--- src/rtl/strobe_capture_pkg.sv ---
// Shared types and constants for the strobe capture queue.
//   chan_state_e : per-channel capture state
//   DROP_W/MAX   : width and saturation value of the drop counter
//   chan_w()     : channel-id width, at least one bit
package strobe_capture_pkg;

  typedef enum logic [1:0] {
    IDLE  = 2'd0,
    ARMED = 2'd1,
    HELD  = 2'd2
  } chan_state_e;

  localparam int unsigned DROP_W = 8;
  localparam logic [DROP_W-1:0] DROP_MAX = '1;

  function automatic int unsigned chan_w(input int unsigned n);
    return (n > 1) ? $clog2(n) : 1;
  endfunction

endpackage

--- src/rtl/strobe_capture_queue_if.sv ---
// Record output stream of the capture queue (valid/ready).
//   master : drives valid, chan, data, ts; samples ready
//   slave  : consumer side
interface strobe_capture_queue_if
  import strobe_capture_pkg::*;
#(
  parameter int unsigned WIDTH    = 32,
  parameter int unsigned CHANNELS = 4,
  parameter int unsigned TS_W     = 16
);
  localparam int unsigned CHAN_W = chan_w(CHANNELS);

  logic              out_valid_o;
  logic              out_ready_i;
  logic [CHAN_W-1:0] out_chan_o;
  logic [WIDTH-1:0]  out_data_o;
  logic [TS_W-1:0]   out_ts_o;

  modport master (output out_valid_o, out_chan_o, out_data_o, out_ts_o, input out_ready_i);
  modport slave  (input out_valid_o, out_chan_o, out_data_o, out_ts_o, output out_ready_i);
endinterface

--- src/rtl/strobe_capture_fifo.sv ---
// Synchronous FIFO with occupancy count; head reads zero when empty.
//   push/push_data : write, ignored when full
//   pop            : read, ignored when empty
//   head           : current head entry
//   count/full/empty : occupancy
module strobe_capture_fifo #(
  parameter int unsigned WIDTH = 8,
  parameter int unsigned DEPTH = 8
) (
  input  logic                     clk,
  input  logic                     rst_n,
  input  logic                     push,
  input  logic [WIDTH-1:0]         push_data,
  input  logic                     pop,
  output logic [WIDTH-1:0]         head,
  output logic [$clog2(DEPTH):0]   count,
  output logic                     full,
  output logic                     empty
);
  localparam int unsigned PTR_W = $clog2(DEPTH);

  logic [WIDTH-1:0] mem [DEPTH];
  logic [PTR_W-1:0] wr_ptr, rd_ptr;
  logic [PTR_W:0]   cnt_q;
  logic             do_push, do_pop;

  assign full    = (cnt_q == (PTR_W+1)'(DEPTH));
  assign empty   = (cnt_q == '0);
  assign count   = cnt_q;
  assign do_push = push & ~full;
  assign do_pop  = pop & ~empty;
  assign head    = empty ? '0 : mem[rd_ptr];

  // Pointers and occupancy; pointers wrap naturally since DEPTH is a power of two
  always_ff @(posedge clk or negedge rst_n) begin
    if (!rst_n) begin
      wr_ptr <= '0;
      rd_ptr <= '0;
      cnt_q  <= '0;
    end else begin
      if (do_push) wr_ptr <= wr_ptr + PTR_W'(1);
      if (do_pop)  rd_ptr <= rd_ptr + PTR_W'(1);
      case ({do_push, do_pop})
        2'b10:   cnt_q <= cnt_q + (PTR_W+1)'(1);
        2'b01:   cnt_q <= cnt_q - (PTR_W+1)'(1);
        default: cnt_q <= cnt_q;
      endcase
    end
  end

  // Storage needs no reset: unread entries are masked by empty
  always_ff @(posedge clk) begin
    if (do_push) mem[wr_ptr] <= push_data;
  end
endmodule

--- src/rtl/strobe_capture_queue.sv ---
// Multi-channel capture queue with display (sample now) and strobe
// (sample next cycle) semantics, round-robin into a shared FIFO.
//   req_i/strobe_mode_i/data_i : per-channel capture requests and values
//   rec                        : record stream {chan, data, ts}
//   drop_cnt_o                 : saturating count of dropped requests
//   busy_o                     : any channel active or FIFO non-empty
module strobe_capture_queue
  import strobe_capture_pkg::*;
#(
  parameter int unsigned WIDTH    = 32,
  parameter int unsigned CHANNELS = 4,
  parameter int unsigned DEPTH    = 8,
  parameter int unsigned TS_W     = 16
) (
  input  logic                      clk,
  input  logic                      rst_n,
  input  logic [CHANNELS-1:0]       req_i,
  input  logic [CHANNELS-1:0]       strobe_mode_i,
  input  logic [CHANNELS*WIDTH-1:0] data_i,
  strobe_capture_queue_if.master    rec,
  output logic [DROP_W-1:0]         drop_cnt_o,
  output logic                      busy_o
);
  localparam int unsigned CHAN_W  = chan_w(CHANNELS);
  localparam int unsigned REC_W   = CHAN_W + WIDTH + TS_W;
  localparam int unsigned CNT_W   = $clog2(DEPTH) + 1;
  localparam int unsigned NDROP_W = $clog2(CHANNELS + 1);
  localparam int unsigned ACC_W   = DROP_W + NDROP_W;

  chan_state_e         state_q    [CHANNELS];
  chan_state_e         state_d    [CHANNELS];
  logic [WIDTH-1:0]    cap_data_q [CHANNELS];
  logic [WIDTH-1:0]    cap_data_d [CHANNELS];
  logic [TS_W-1:0]     cap_ts_q   [CHANNELS];
  logic [TS_W-1:0]     cap_ts_d   [CHANNELS];
  logic [WIDTH-1:0]    chan_data  [CHANNELS];
  logic [TS_W-1:0]     ts_q;
  logic [CHAN_W-1:0]   rr_q;
  logic [DROP_W-1:0]   drop_cnt_q, drop_d;
  logic [NDROP_W-1:0]  ndrop;
  logic [ACC_W-1:0]    drop_acc;
  logic                gnt_valid;
  logic [CHAN_W-1:0]   gnt_chan;
  logic [CHAN_W:0]     cand;
  logic                any_active;
  logic [REC_W-1:0]    fifo_head;
  logic [CNT_W-1:0]    fifo_count;
  logic                fifo_full, fifo_empty;

  for (genvar g = 0; g < CHANNELS; g++) begin : g_slice
    assign chan_data[g] = data_i[g*WIDTH +: WIDTH];
  end

  // Round-robin search starting at rr_q; no grant while the FIFO is full
  always_comb begin
    gnt_valid = 1'b0;
    gnt_chan  = '0;
    cand      = '0;
    for (int j = 0; j < CHANNELS; j++) begin
      cand = {1'b0, rr_q} + (CHAN_W+1)'(j);
      if (cand >= (CHAN_W+1)'(CHANNELS)) cand = cand - (CHAN_W+1)'(CHANNELS);
      if (!gnt_valid && !fifo_full && state_q[cand[CHAN_W-1:0]] == HELD) begin
        gnt_valid = 1'b1;
        gnt_chan  = cand[CHAN_W-1:0];
      end
    end
  end

  // Channel next-state: a granted HELD channel accepts a new request as if IDLE
  always_comb begin
    ndrop = '0;
    for (int i = 0; i < CHANNELS; i++) begin
      logic take, dropped;
      take          = 1'b0;
      dropped       = 1'b0;
      state_d[i]    = state_q[i];
      cap_data_d[i] = cap_data_q[i];
      cap_ts_d[i]   = cap_ts_q[i];
      case (state_q[i])
        IDLE: take = req_i[i];
        ARMED: begin
          state_d[i]    = HELD;
          cap_data_d[i] = chan_data[i];
          dropped       = req_i[i];
        end
        HELD: begin
          if (gnt_valid && gnt_chan == CHAN_W'(i)) begin
            state_d[i] = IDLE;
            take       = req_i[i];
          end else begin
            dropped = req_i[i];
          end
        end
        default: state_d[i] = IDLE;
      endcase
      if (take) begin
        cap_ts_d[i] = ts_q;
        if (strobe_mode_i[i]) begin
          state_d[i] = ARMED;
        end else begin
          state_d[i]    = HELD;
          cap_data_d[i] = chan_data[i];
        end
      end
      if (dropped) ndrop = ndrop + NDROP_W'(1);
    end
  end

  // Multiple same-cycle drops add together, saturating
  always_comb begin
    drop_acc = ACC_W'(drop_cnt_q) + ACC_W'(ndrop);
    drop_d   = (drop_acc > ACC_W'(DROP_MAX)) ? DROP_MAX : drop_acc[DROP_W-1:0];
  end

  always_ff @(posedge clk or negedge rst_n) begin
    if (!rst_n) begin
      for (int i = 0; i < CHANNELS; i++) begin
        state_q[i]    <= IDLE;
        cap_data_q[i] <= '0;
        cap_ts_q[i]   <= '0;
      end
      ts_q       <= '0;
      rr_q       <= '0;
      drop_cnt_q <= '0;
    end else begin
      for (int i = 0; i < CHANNELS; i++) begin
        state_q[i]    <= state_d[i];
        cap_data_q[i] <= cap_data_d[i];
        cap_ts_q[i]   <= cap_ts_d[i];
      end
      ts_q       <= ts_q + TS_W'(1);
      drop_cnt_q <= drop_d;
      if (gnt_valid)
        rr_q <= (gnt_chan == CHAN_W'(CHANNELS - 1)) ? '0 : gnt_chan + CHAN_W'(1);
    end
  end

  strobe_capture_fifo #(.WIDTH(REC_W), .DEPTH(DEPTH)) u_fifo (
    .clk       (clk),
    .rst_n     (rst_n),
    .push      (gnt_valid),
    .push_data ({gnt_chan, cap_data_q[gnt_chan], cap_ts_q[gnt_chan]}),
    .pop       (rec.out_ready_i),
    .head      (fifo_head),
    .count     (fifo_count),
    .full      (fifo_full),
    .empty     (fifo_empty)
  );

  always_comb begin
    any_active = 1'b0;
    for (int i = 0; i < CHANNELS; i++)
      if (state_q[i] != IDLE) any_active = 1'b1;
  end

  assign rec.out_valid_o = ~fifo_empty;
  assign rec.out_chan_o  = fifo_head[REC_W-1 -: CHAN_W];
  assign rec.out_data_o  = fifo_head[TS_W +: WIDTH];
  assign rec.out_ts_o    = fifo_head[TS_W-1:0];
  assign drop_cnt_o      = drop_cnt_q;
  assign busy_o          = any_active | (fifo_count != '0);
endmodule

--- src/flat_wrapper.sv ---
// flat-port wrapper written by rule: the top's interface ports become plain ports
module strobe_capture_queue_flat import strobe_capture_pkg::*;
#(
  parameter int unsigned WIDTH    = 32,
  parameter int unsigned CHANNELS = 4,
  parameter int unsigned DEPTH    = 8,
  parameter int unsigned TS_W     = 16
)
  (clk, rst_n, req_i, strobe_mode_i, data_i, drop_cnt_o, busy_o, rec_out_valid_o, rec_out_chan_o, rec_out_data_o, rec_out_ts_o, rec_out_ready_i);
  strobe_capture_queue_if #(.WIDTH(WIDTH), .CHANNELS(CHANNELS), .TS_W(TS_W)) rec_i ();
  input  logic clk;
  input  logic rst_n;
  input  logic [CHANNELS-1:0] req_i;
  input  logic [CHANNELS-1:0] strobe_mode_i;
  input  logic [CHANNELS*WIDTH-1:0] data_i;
  output logic [DROP_W-1:0] drop_cnt_o;
  output logic busy_o;
  output wire logic [$bits(rec_i.out_valid_o)-1:0] rec_out_valid_o;
  output wire logic [$bits(rec_i.out_chan_o)-1:0] rec_out_chan_o;
  output wire logic [$bits(rec_i.out_data_o)-1:0] rec_out_data_o;
  output wire logic [$bits(rec_i.out_ts_o)-1:0] rec_out_ts_o;
  input wire logic [$bits(rec_i.out_ready_i)-1:0] rec_out_ready_i;
  assign rec_out_valid_o = rec_i.out_valid_o;
  assign rec_out_chan_o = rec_i.out_chan_o;
  assign rec_out_data_o = rec_i.out_data_o;
  assign rec_out_ts_o = rec_i.out_ts_o;
  assign rec_i.out_ready_i = rec_out_ready_i;
  strobe_capture_queue #(.WIDTH(WIDTH), .CHANNELS(CHANNELS), .DEPTH(DEPTH), .TS_W(TS_W)) u_core (.clk(clk), .rst_n(rst_n), .req_i(req_i), .strobe_mode_i(strobe_mode_i), .data_i(data_i), .rec(rec_i), .drop_cnt_o(drop_cnt_o), .busy_o(busy_o));
endmodule
--- config.mk ---
export PLATFORM = sky130hd
export DESIGN_NAME = strobe_capture_queue_flat
export DESIGN_NICKNAME = d
export VERILOG_FILES = /design/src/rtl/strobe_capture_pkg.sv /design/src/rtl/strobe_capture_queue_if.sv /design/src/rtl/strobe_capture_fifo.sv /design/src/rtl/strobe_capture_queue.sv /design/src/flat_wrapper.sv
export SDC_FILE = /design/constraint.sdc
export NUM_CORES = 1
export LEC_CHECK = 0
export CAP_MARGIN = 20
export CORE_ASPECT_RATIO = 1.25
export CORE_MARGIN = 2
export CORE_UTILIZATION = 59
export DETAILED_ROUTE_END_ITERATION = 16
export PLACE_DENSITY = 0.85
export SLEW_MARGIN = 20
export SYNTH_ARGS = -nofsm -noshare
export SYNTH_HDL_FRONTEND = slang
export SYNTH_SLANG_ARGS = --single-unit
--- constraint.sdc ---
create_clock -name clk -period 6.7 [get_ports clk]
set_input_delay 0.67 -clock clk [delete_from_list [all_inputs] [get_ports clk]]
set_output_delay 0.67 -clock clk [all_outputs]
set_load 0.1 [all_outputs]
==> results.txt <==
The run finished with clean final reports. Global routing used 26.4% of the available tracks. From synthesis to final layout, the design area changed by 17.4%. For the worst-skew pair, the clock arrives at the later sink with an insertion delay of 640 ps.

The min-delay analysis places its worst path in the category reg -> reg. Summed over all layers, the routed wires come to 60500 um. The final period demand of the worst path is 5590 ps. For this configuration, the core starts out at a cell density of 60.0%. The overall die height is 241 um. The critical path arrival is 6100 ps. 0 antenna diodes ended up in the layout. The final RePlAce weighted congestion is 0.821. The timing-limited maximum frequency is 0.179 GHz. The number of antenna-violating nets in the routed design came out at 0. After filler insertion, the fill cell instance count of the layout stands at 2568. The Yosys warning count came out at 0.

The setup TNS came out at 0 ps. The synthesized flop and latch total is 636. Among all flip-flop cells after synthesis, the most frequent one is sky130_fd_sc_hd__edfxtp_1.

The post-DP HPWL came out at 35400 um. By area the synthesized netlist is led by sky130_fd_sc_hd__edfxtp_1, sky130_fd_sc_hd__dfrtp_1, sky130_fd_sc_hd__mux4_2. The clock buffer count from CTS came out at 59. The core region is 44200 um2. The number of enable-type register cells in the synthesized netlist is 400. TritonCTS built the clock tree. The async set-reset flop share out of synthesis is 37.1%. The via count came out at 14300. The sink of the worst hold path is u_core.cap_data_q[41]. The type of element launching the critical path is a register. The utilization after layout is 70.4%. For this run, design rule violations remaining after detail routing come to 0. The sequential fraction of the synthesis area came out at 67.5%. The total overflow left after global routing is 0. The root buffer cell chosen for the clock tree is sky130_fd_sc_hd__clkbuf_16.

The horizontal extent of the die is 194 um. Counting every instance in the synthesized netlist gives 1421. After synthesis, the most frequently instantiated cells are sky130_fd_sc_hd__edfxtp_1, sky130_fd_sc_hd__dfrtp_1, sky130_fd_sc_hd__mux4_2. The source of the worst register-to-register timing path is u_core.state_q[0]. The max-slew violation count is 0. Yosys instantiated no cell more often than sky130_fd_sc_hd__edfxtp_1. The via count of the first global-routing pass is 15400. By area, the combinational part of the netlist is dominated by multiplexers.

The average wire length per cell after detail routing came out at 26.8 um. The I/O pin count came out at 199. Setup repair after global routing left no endpoint under its margin. sky130_fd_sc_hd__edfxtp_1 takes more of the synthesized area than any other cell. Measured in cells, the most critical reg-to-reg path has a length of 22.

The worst max-slew margin expressed relative to the limit is 26.0%. The area fraction in compound gates after synthesis is 1.55%. Clock-pin slew was measured on the worst setup and hold paths at 60 ps. The number of DRC markers in iteration 0 came out at 1370.

The critical register-to-register path endpoint is u_core.drop_cnt_o[5]. The pin count of the biggest net entering global routing is 183. Of the post-synthesis cell area, the part taken by muxes is 23.0%.

The hold violation count in the final report is 0. Setup slack on the worst reg-to-reg path comes out at 1110 ps. The worst slack at placement is 1140 ps. The critical path starts at u_core.state_q[0]. STA classifies the critical path endpoint as a register.

The post-synthesis cell area came out at 26500 um2. In the routed layout, each cell is associated on average with a via count of 6.33. The area share of the largest cell type after synthesis is 45.3%.

The post-route worst hold slack is 485 ps. In the final layout, the share of cells above drive strength 1 is 25.8%. The worst-case clock skew is 33.1 ps. The synthesized net count is 1591.

CTS built an H-tree with a depth of 2. The maximum clock insertion buffer count is 3. The maximum fanout along the worst path came out at 21. The worst hold path begins at u_core.cap_data_q[41].

For the worst setup path, the data required time is 7210 ps. Max-cap violations in this run came to 0. The worst setup path is of the reg -> reg kind. The final critical-path share of the clock period is 83.4%. The unique cell type count in the Yosys netlist came out at 53.

The clock net in this run drives a total of 636 sinks. The simple-gate area share of the yosys netlist came out at 3.20%. The row count is 86. The die covers 46700 um2. The xor/xnor cell area share of the yosys netlist came out at 0.958%. The final setup violation count is 0. The worst setup margin came out at 1110 ps. Dividing the synthesized area by the synthesized cell count gives 18.7 um2.

After Yosys synthesis, full adders, half adders and majority gates account for 1.52% of the synthesized area. The number of cells traversed by the worst hold path is 1. In this run the tool buffered the top-level ports with 198 buffer cells. The global-route wire length before repair is 91400 um. The first-pass detailed-route iteration total came out at 7. The net count of the finished layout is 1804. The initial antenna violation count is 1.

The slew at the pin closest to its max-slew limit is 1110 ps.
-- routing by layer --
| layer | wire length, um | vias to the layer above | track usage, % |
|---|---|---|---|
| met5 | 0 | - | 0 |
| met4 | 1950 | 0 | 10.1 |
| met3 | 4470 | 145 | 4.93 |
| met2 | 31400 | 690 | 45.5 |
| met1 | 22700 | 7513 | 33.6 |
| li1 | - | 5940 | - |
-- area by class of cell --
cell class	count	area (um2)	area share (%)
repair buffers	225	2280	7.31
inverters	28	105	0.337
clock inverters	36	422	1.35
well taps	572	716	2.30
flip-flops and latches	636	17900	57.6
multi-input cells	684	8090	26.0
clock buffers	75	1610	5.16
-- layout by cell type (no fill, tap or decap), types with 15 or more instances in the layout --
| cell | count |
|---|---|
| sky130_fd_sc_hd__nand2b_1 | 15 |
| sky130_fd_sc_hd__nor2_1 | 60 |
| sky130_fd_sc_hd__xnor2_1 | 19 |
| sky130_fd_sc_hd__mux2_2 | 134 |
| sky130_fd_sc_hd__mux4_2 | 149 |
| sky130_fd_sc_hd__nand2_1 | 38 |
| sky130_fd_sc_hd__inv_1 | 28 |
| sky130_fd_sc_hd__dfrtp_1 | 233 |
| sky130_fd_sc_hd__mux2i_1 | 53 |
| sky130_fd_sc_hd__mux2_1 | 63 |
| sky130_fd_sc_hd__clkdlybuf4s50_1 | 197 |
| sky130_fd_sc_hd__ha_1 | 29 |
| sky130_fd_sc_hd__clkbuf_16 | 60 |
| sky130_fd_sc_hd__edfxtp_1 | 400 |
| sky130_fd_sc_hd__buf_4 | 21 |
-- critical path, stage by stage (launching register included) --
cell and delay (ps):
sky130_fd_sc_hd__dfrtp_1 420, sky130_fd_sc_hd__nand2b_1 340, sky130_fd_sc_hd__mux4_2 580, sky130_fd_sc_hd__nand2_4 120
sky130_fd_sc_hd__a21o_1 100, sky130_fd_sc_hd__a21oi_1 100, sky130_fd_sc_hd__o22ai_4 780, sky130_fd_sc_hd__ha_1 340
sky130_fd_sc_hd__nand2_1 110, sky130_fd_sc_hd__nand2_1 150, sky130_fd_sc_hd__nand2b_1 60, sky130_fd_sc_hd__and3_1 220
sky130_fd_sc_hd__inv_1 70, sky130_fd_sc_hd__ha_1 240, sky130_fd_sc_hd__xnor2_1 250, sky130_fd_sc_hd__ha_1 280
sky130_fd_sc_hd__mux2_2 270, sky130_fd_sc_hd__ha_1 270, sky130_fd_sc_hd__a21o_1 180, sky130_fd_sc_hd__a21oi_1 290
sky130_fd_sc_hd__nor2_1 90, sky130_fd_sc_hd__xnor2_1 140, sky130_fd_sc_hd__nand2_1 70
-- registers in the layout (all words and copies together) (netlist names) --
register	flops
u_core.state_q	8
u_core.u_fifo.mem	400
u_core.u_fifo.wr_ptr	3
u_core.u_fifo.rd_ptr	3
u_core.drop_cnt_o	8
u_core.u_fifo.count	4
u_core.ts_q	16
u_core.cap_ts_q	64
u_core.rr_q	2
u_core.cap_data_q	128
-- stage by stage --
step	area [um2]	cells
3_3_place_gp	29000	2141
5_1_grt	31100	2256
2_1_floorplan	26500	1421
6_report	31100	2256
4_1_cts	31100	2254
3_5_place_dp	29100	2142
-- worst max-delay path by stage --
stage | cells after the start | to
after floorplan | 6 | u_core.u_fifo.mem[0][0]
after global placement | 22 | u_core.drop_cnt_o[5]
after detailed placement | 22 | u_core.drop_cnt_o[5]
after CTS | 22 | u_core.drop_cnt_o[5]
after global routing | 22 | u_core.drop_cnt_o[5]
final | 22 | u_core.drop_cnt_o[5]
-- logic make-up after synthesis --
family,count (synthesis)
flops,636
mux,399
simple gates,174
buf+inv,101
compound gates,51
fa+ha+maj,31
xor+xnor,29
-- repair_timing --
| action | CTS | global route |
|---|---|---|
| hold buffers | 1 | 0 |
| setup endpoints to repair | 0 | 0 |
| hold endpoints to repair | 54 | 0 |
| buffers inserted | 0 | 0 |
| gates resized for setup | 0 | 0 |
Power is left out: the tool's default activity adds up to more than one toggle a clock period on the data nets, which glitch-free logic cannot reach.
==> variant 1 (same settings) <==
`TS_W` is set to 16 in 3 places; all go to 20.
--- a/src/rtl/strobe_capture_queue_if.sv
+++ b/src/rtl/strobe_capture_queue_if.sv
@@ -8,3 +8,3 @@
   parameter int unsigned CHANNELS = 4,
-  parameter int unsigned TS_W     = 16
+  parameter int unsigned TS_W     = 20
 );
--- a/src/rtl/strobe_capture_queue.sv
+++ b/src/rtl/strobe_capture_queue.sv
@@ -12,3 +12,3 @@
   parameter int unsigned DEPTH    = 8,
-  parameter int unsigned TS_W     = 16
+  parameter int unsigned TS_W     = 20
 ) (
--- a/src/flat_wrapper.sv
+++ b/src/flat_wrapper.sv
@@ -6,3 +6,3 @@
   parameter int unsigned DEPTH    = 8,
-  parameter int unsigned TS_W     = 16
+  parameter int unsigned TS_W     = 20
 )
Interface: changed (resized rec_out_ts_o); port bits go from 199 to 203. The function was not compared with the original's and may differ.
==> variant 1 against the unedited design <==
Cell count grew 6.9%. Core utilization shrank 1.0 points. Critical path depth shrank 17. Worst setup slack gained 780 ps. Area after synthesis grew 7.5%. Cell area grew 6.9%. Via count grew 4.3%. Routed wire length grew 4.2%. Global-route usage shrank 0.86 points. Synthesized cell count grew 5.4%. Sequential cell count grew 52. Critical path type is now flip-flop to output pin. Largest cell class unchanged.
Power is not shown: default switching activity piles up to over one toggle a cycle in this logic, so the estimate is an artifact.
==> variant 1: results (changes against the unedited design) <==
post-place-cells: 2298  # +7.3%
area_of_the_mapped_netlist_um2: 28500  # +7.5%
nNonClkInverters: 31  # +11%
largest_fanout_on_the_critical_path: 75  # +260%
slowest_stage: "clkdlybuf4s50_1"
number_of_distinct_library_cells_after_synthesis: 54  # +1.9%
detailed_place.area_um2: 31300  # +7.8%
worst_r2r_src: "u_core.state_q[4]"
clock_skew_ps: 17.0  # -16.1 ps
synth_xor_xnor_area_share_pct: 1.01  # +0.056 points
flops_and_latches: 688  # +8.2%
yosys-top-cells-count: "432 x edfxtp_1, 256 x dfrtp_1, 205 x mux2_2"
drtIter0Drc: 1415  # +3.3%
top_layer_used: "met5"
dp.final_hpwl_mm: 37.9  # +7.1%
fillerInstances: 2906  # +13%
ys_seq_area_share_pct: 68.0  # +0.43 points
buffers: 230  # +2.2%
worst_ep_arrival_time_ps: 4140  # -1960 ps
multi_input_cells: 706  # +3.2%
holdBufCountCts: 0  # -1
run_status: "complete, no violations"
min_path_type: "input port to asynchronous set/reset pin"
rrSetupSlack_ps: 2100  # +990 ps
dr_total_vias: 14900  # +4.3%
==> variant 1: cell types whose count changed after synthesis, sizes merged, moves of 4 or more <==
cell,before,now
a32oi,4,0
and4,0,4
dfrtp,236,256
edfxtp,400,432
mux2,197,211
mux2i,53,68
mux4,149,161
nand2,40,32
nand2b,19,5
==> variant 1: worst max-delay path by stage <==
stage / cells past startpoint / from / end
after floorplan: 5 / u_core.state_q[2] / u_core.u_fifo.mem[1][0]
after global placement: 21 / u_core.state_q[4] / u_core.drop_cnt_o[5]
after detailed placement: 21 / u_core.state_q[4] / u_core.drop_cnt_o[5]
after CTS: 5 / u_core.u_fifo.rd_ptr[0] / rec_out_data_o[28]
after global routing: 5 / u_core.u_fifo.rd_ptr[0] / rec_out_data_o[27]
final: 5 / u_core.u_fifo.rd_ptr[0] / rec_out_ts_o[7]
==> variant 1: critical path, delay by kind of cell (launching register included) <==
family,cells,cell delay [ps]
muxes,2,870
DFF,1,940
buffers and inverters,2,1550
and+or+nand+nor,1,80
==> variant 2 (same settings) <==
Without the edit above. One comparison of `cnt_q` changes from == to >=.
--- a/src/rtl/strobe_capture_fifo.sv
+++ b/src/rtl/strobe_capture_fifo.sv
@@ -26,3 +26,3 @@
 
-  assign full    = (cnt_q == (PTR_W+1)'(DEPTH));
+  assign full    = (cnt_q >= (PTR_W+1)'(DEPTH));
   assign empty   = (cnt_q == '0);
Check against the original RTL: same outputs for any inputs over 4 cycles, from zero or initial values and one cycle with rst_n low; that may be too few to reach the edited logic, so the function may still have changed.
==> variant 2 against the unedited design <==
Sequential cell count unchanged. Routed wire length rose by 14%. Area after synthesis is 6.8% higher. Cell area rose by 5.8%. Sequential share of layout area shrank 3.2 points. Non-clock buffer count up 19. Count of clock-buffer cells in the layout stayed put. Worst setup slack better by 120 ps.
Power is left out: the tool's default activity adds up to more than one toggle a clock period on the data nets, which glitch-free logic cannot reach.
==> variant 2: results (changes against the unedited design) <==
run_status: "complete, no violations"
ys_seq_area_share_pct: 63.2  # -4.3 points
synth_top_area_share_pct: 42.4  # -2.9 points
post_detailed_route_wirelength_per_cell_um: 25.9  # -3.5%
share_of_layout_cells_above_drive_strength_1_pct: 20.0  # -5.8 points
grt_first_pass_wirelength_mm: 106  # +16%
worst_r2r_src: "u_core.state_q[4]"
number_of_distinct_library_cells_after_synthesis: 56  # +5.7%
fin_nets: 2150  # +19%
worstSkewPairLatency_ps: 630
post-cts-setup-buffers: 0  # unchanged
regToRegEndpoint: "u_core.drop_cnt_o[7]"
worst_ep_arrival_time_ps: 5970  # -130 ps
gp_congestion: 0.839  # +2.2%
yosys-top-cells-count: "400 x edfxtp_1, 236 x dfrtp_1, 155 x mux2i_1"
clock_skew_ps: 23.9  # -9.20 ps
worst-slew-pin-transition_ps: 1190  # +81.1 ps
grt_start_max_net_pins: 143  # -22%
dp.final_hpwl_mm: 41.5  # +17%
ctsHtreeMaxLevel: 2  # unchanged
cts_made_buffers: 57  # -3.4%
syn_nets: 1972  # +24%
drtIter0Drc: 1590  # +16%
synth.mux.area_fraction_pct: 21.1  # -1.9 points
rrSetupSlack_ps: 1230  # +120 ps
timing.hold.ws_ps: 50.2  # -435 ps
biggest_cell_delay_along_the_critical_path_ps: 490  # -290 ps
reg2reg_depth: 20  # -9.1%
antenna_found_initial: 0  # -1
synth_xor_xnor_area_share_pct: 0.865  # -0.092 points
slowest_stage: "nand2_2"
syn_avg_cell_area_um2: 15.7  # -16%
min_path_type: "input port to asynchronous set/reset pin"
via_count_of_the_first_global_routing_pass: 18100  # +18%
per_cell_via_count_in_the_routed_design: 6.51  # +2.7%
grt_use_total_pct: 28.2  # +1.9 points
largest_fanout_on_the_critical_path: 25  # +19%
post_synth_fa_ha_maj_area_fraction_pct: 1.42  # -0.097 points
synth-edff-count: 400  # unchanged
synth_top_cells_by_area: "edfxtp_1 42%, dfrtp_1 21%, mux4_2 7.9%"
synth_compound_area_share_pct: 5.84  # +4.3 points
dr_total_vias: 17300  # +21%
post-place-cells: 2556  # +19%
-- variant 2: through the flow --
stage	area, um^2	setup WS (ps)
final	33000	1230
after global placement	31000	1580
after floorplan	28300	972
after detailed placement	31000	1350
after global routing	33000	818
after CTS	32900	1320
-- variant 2: worst reg2reg max path, cell delays in order, from the launching register on --
cell,delay [ps]
dfrtp_1,410
nand2b_1,300
and3_1,240
o2111ai_1,390
nand2_1,180
nand2_2,490
o21ai_0,250
ha_1,260
a21boi_0,260
o211a_1,230
inv_1,60
ha_1,300
xor2_1,250
ha_1,290
mux2_2,270
ha_1,270
a21o_1,170
a21oi_1,220
nor2_1,100
nand3_1,100
mux2_2,330
-- variant 2: final cells by class --
cell class | instances | area, um^2
timing repair buffer | 244 | 2360
tap | 637 | 797
multi-input combinational | 1011 | 9840
inverter | 30 | 115
clock inverter | 32 | 363
fill | 2965 | 14400
clock buffer | 75 | 1550
sequential | 636 | 17900
-- variant 2: kinds of logic after synthesis --
group | Yosys count
flip-flops | 636
multiplexers | 448
AND/OR/NAND/NOR | 307
AO/OA/AOI/OAI | 197
buffers and inverters | 155
adder cells (fa/ha/maj) | 31
XOR/XNOR | 28
-- variant 2: routing by layer --
metal	vias up	global-route usage, %	share of wire (%)
li1	7342	-	-
met1	8861	36.4	37
met2	958	47.1	50
met3	178	5.25	8.8
met4	0	11.8	4.2
met5	-	0	0
-- variant 2: worst max path at each step --
stage,startpoint,endpoint,slack (ps),cells after the start
6_report,u_core.state_q[4],u_core.drop_cnt_o[7],1230,20
5_1_grt,u_core.state_q[4],u_core.drop_cnt_o[4],820,22
4_1_cts,u_core.state_q[4],u_core.drop_cnt_o[7],1320,20
3_5_place_dp,u_core.state_q[4],u_core.drop_cnt_o[7],1350,20
3_3_place_gp,u_core.state_q[4],u_core.drop_cnt_o[7],1580,20
2_1_floorplan,u_core.state_q[4],u_core.u_fifo.mem[2][0],970,6
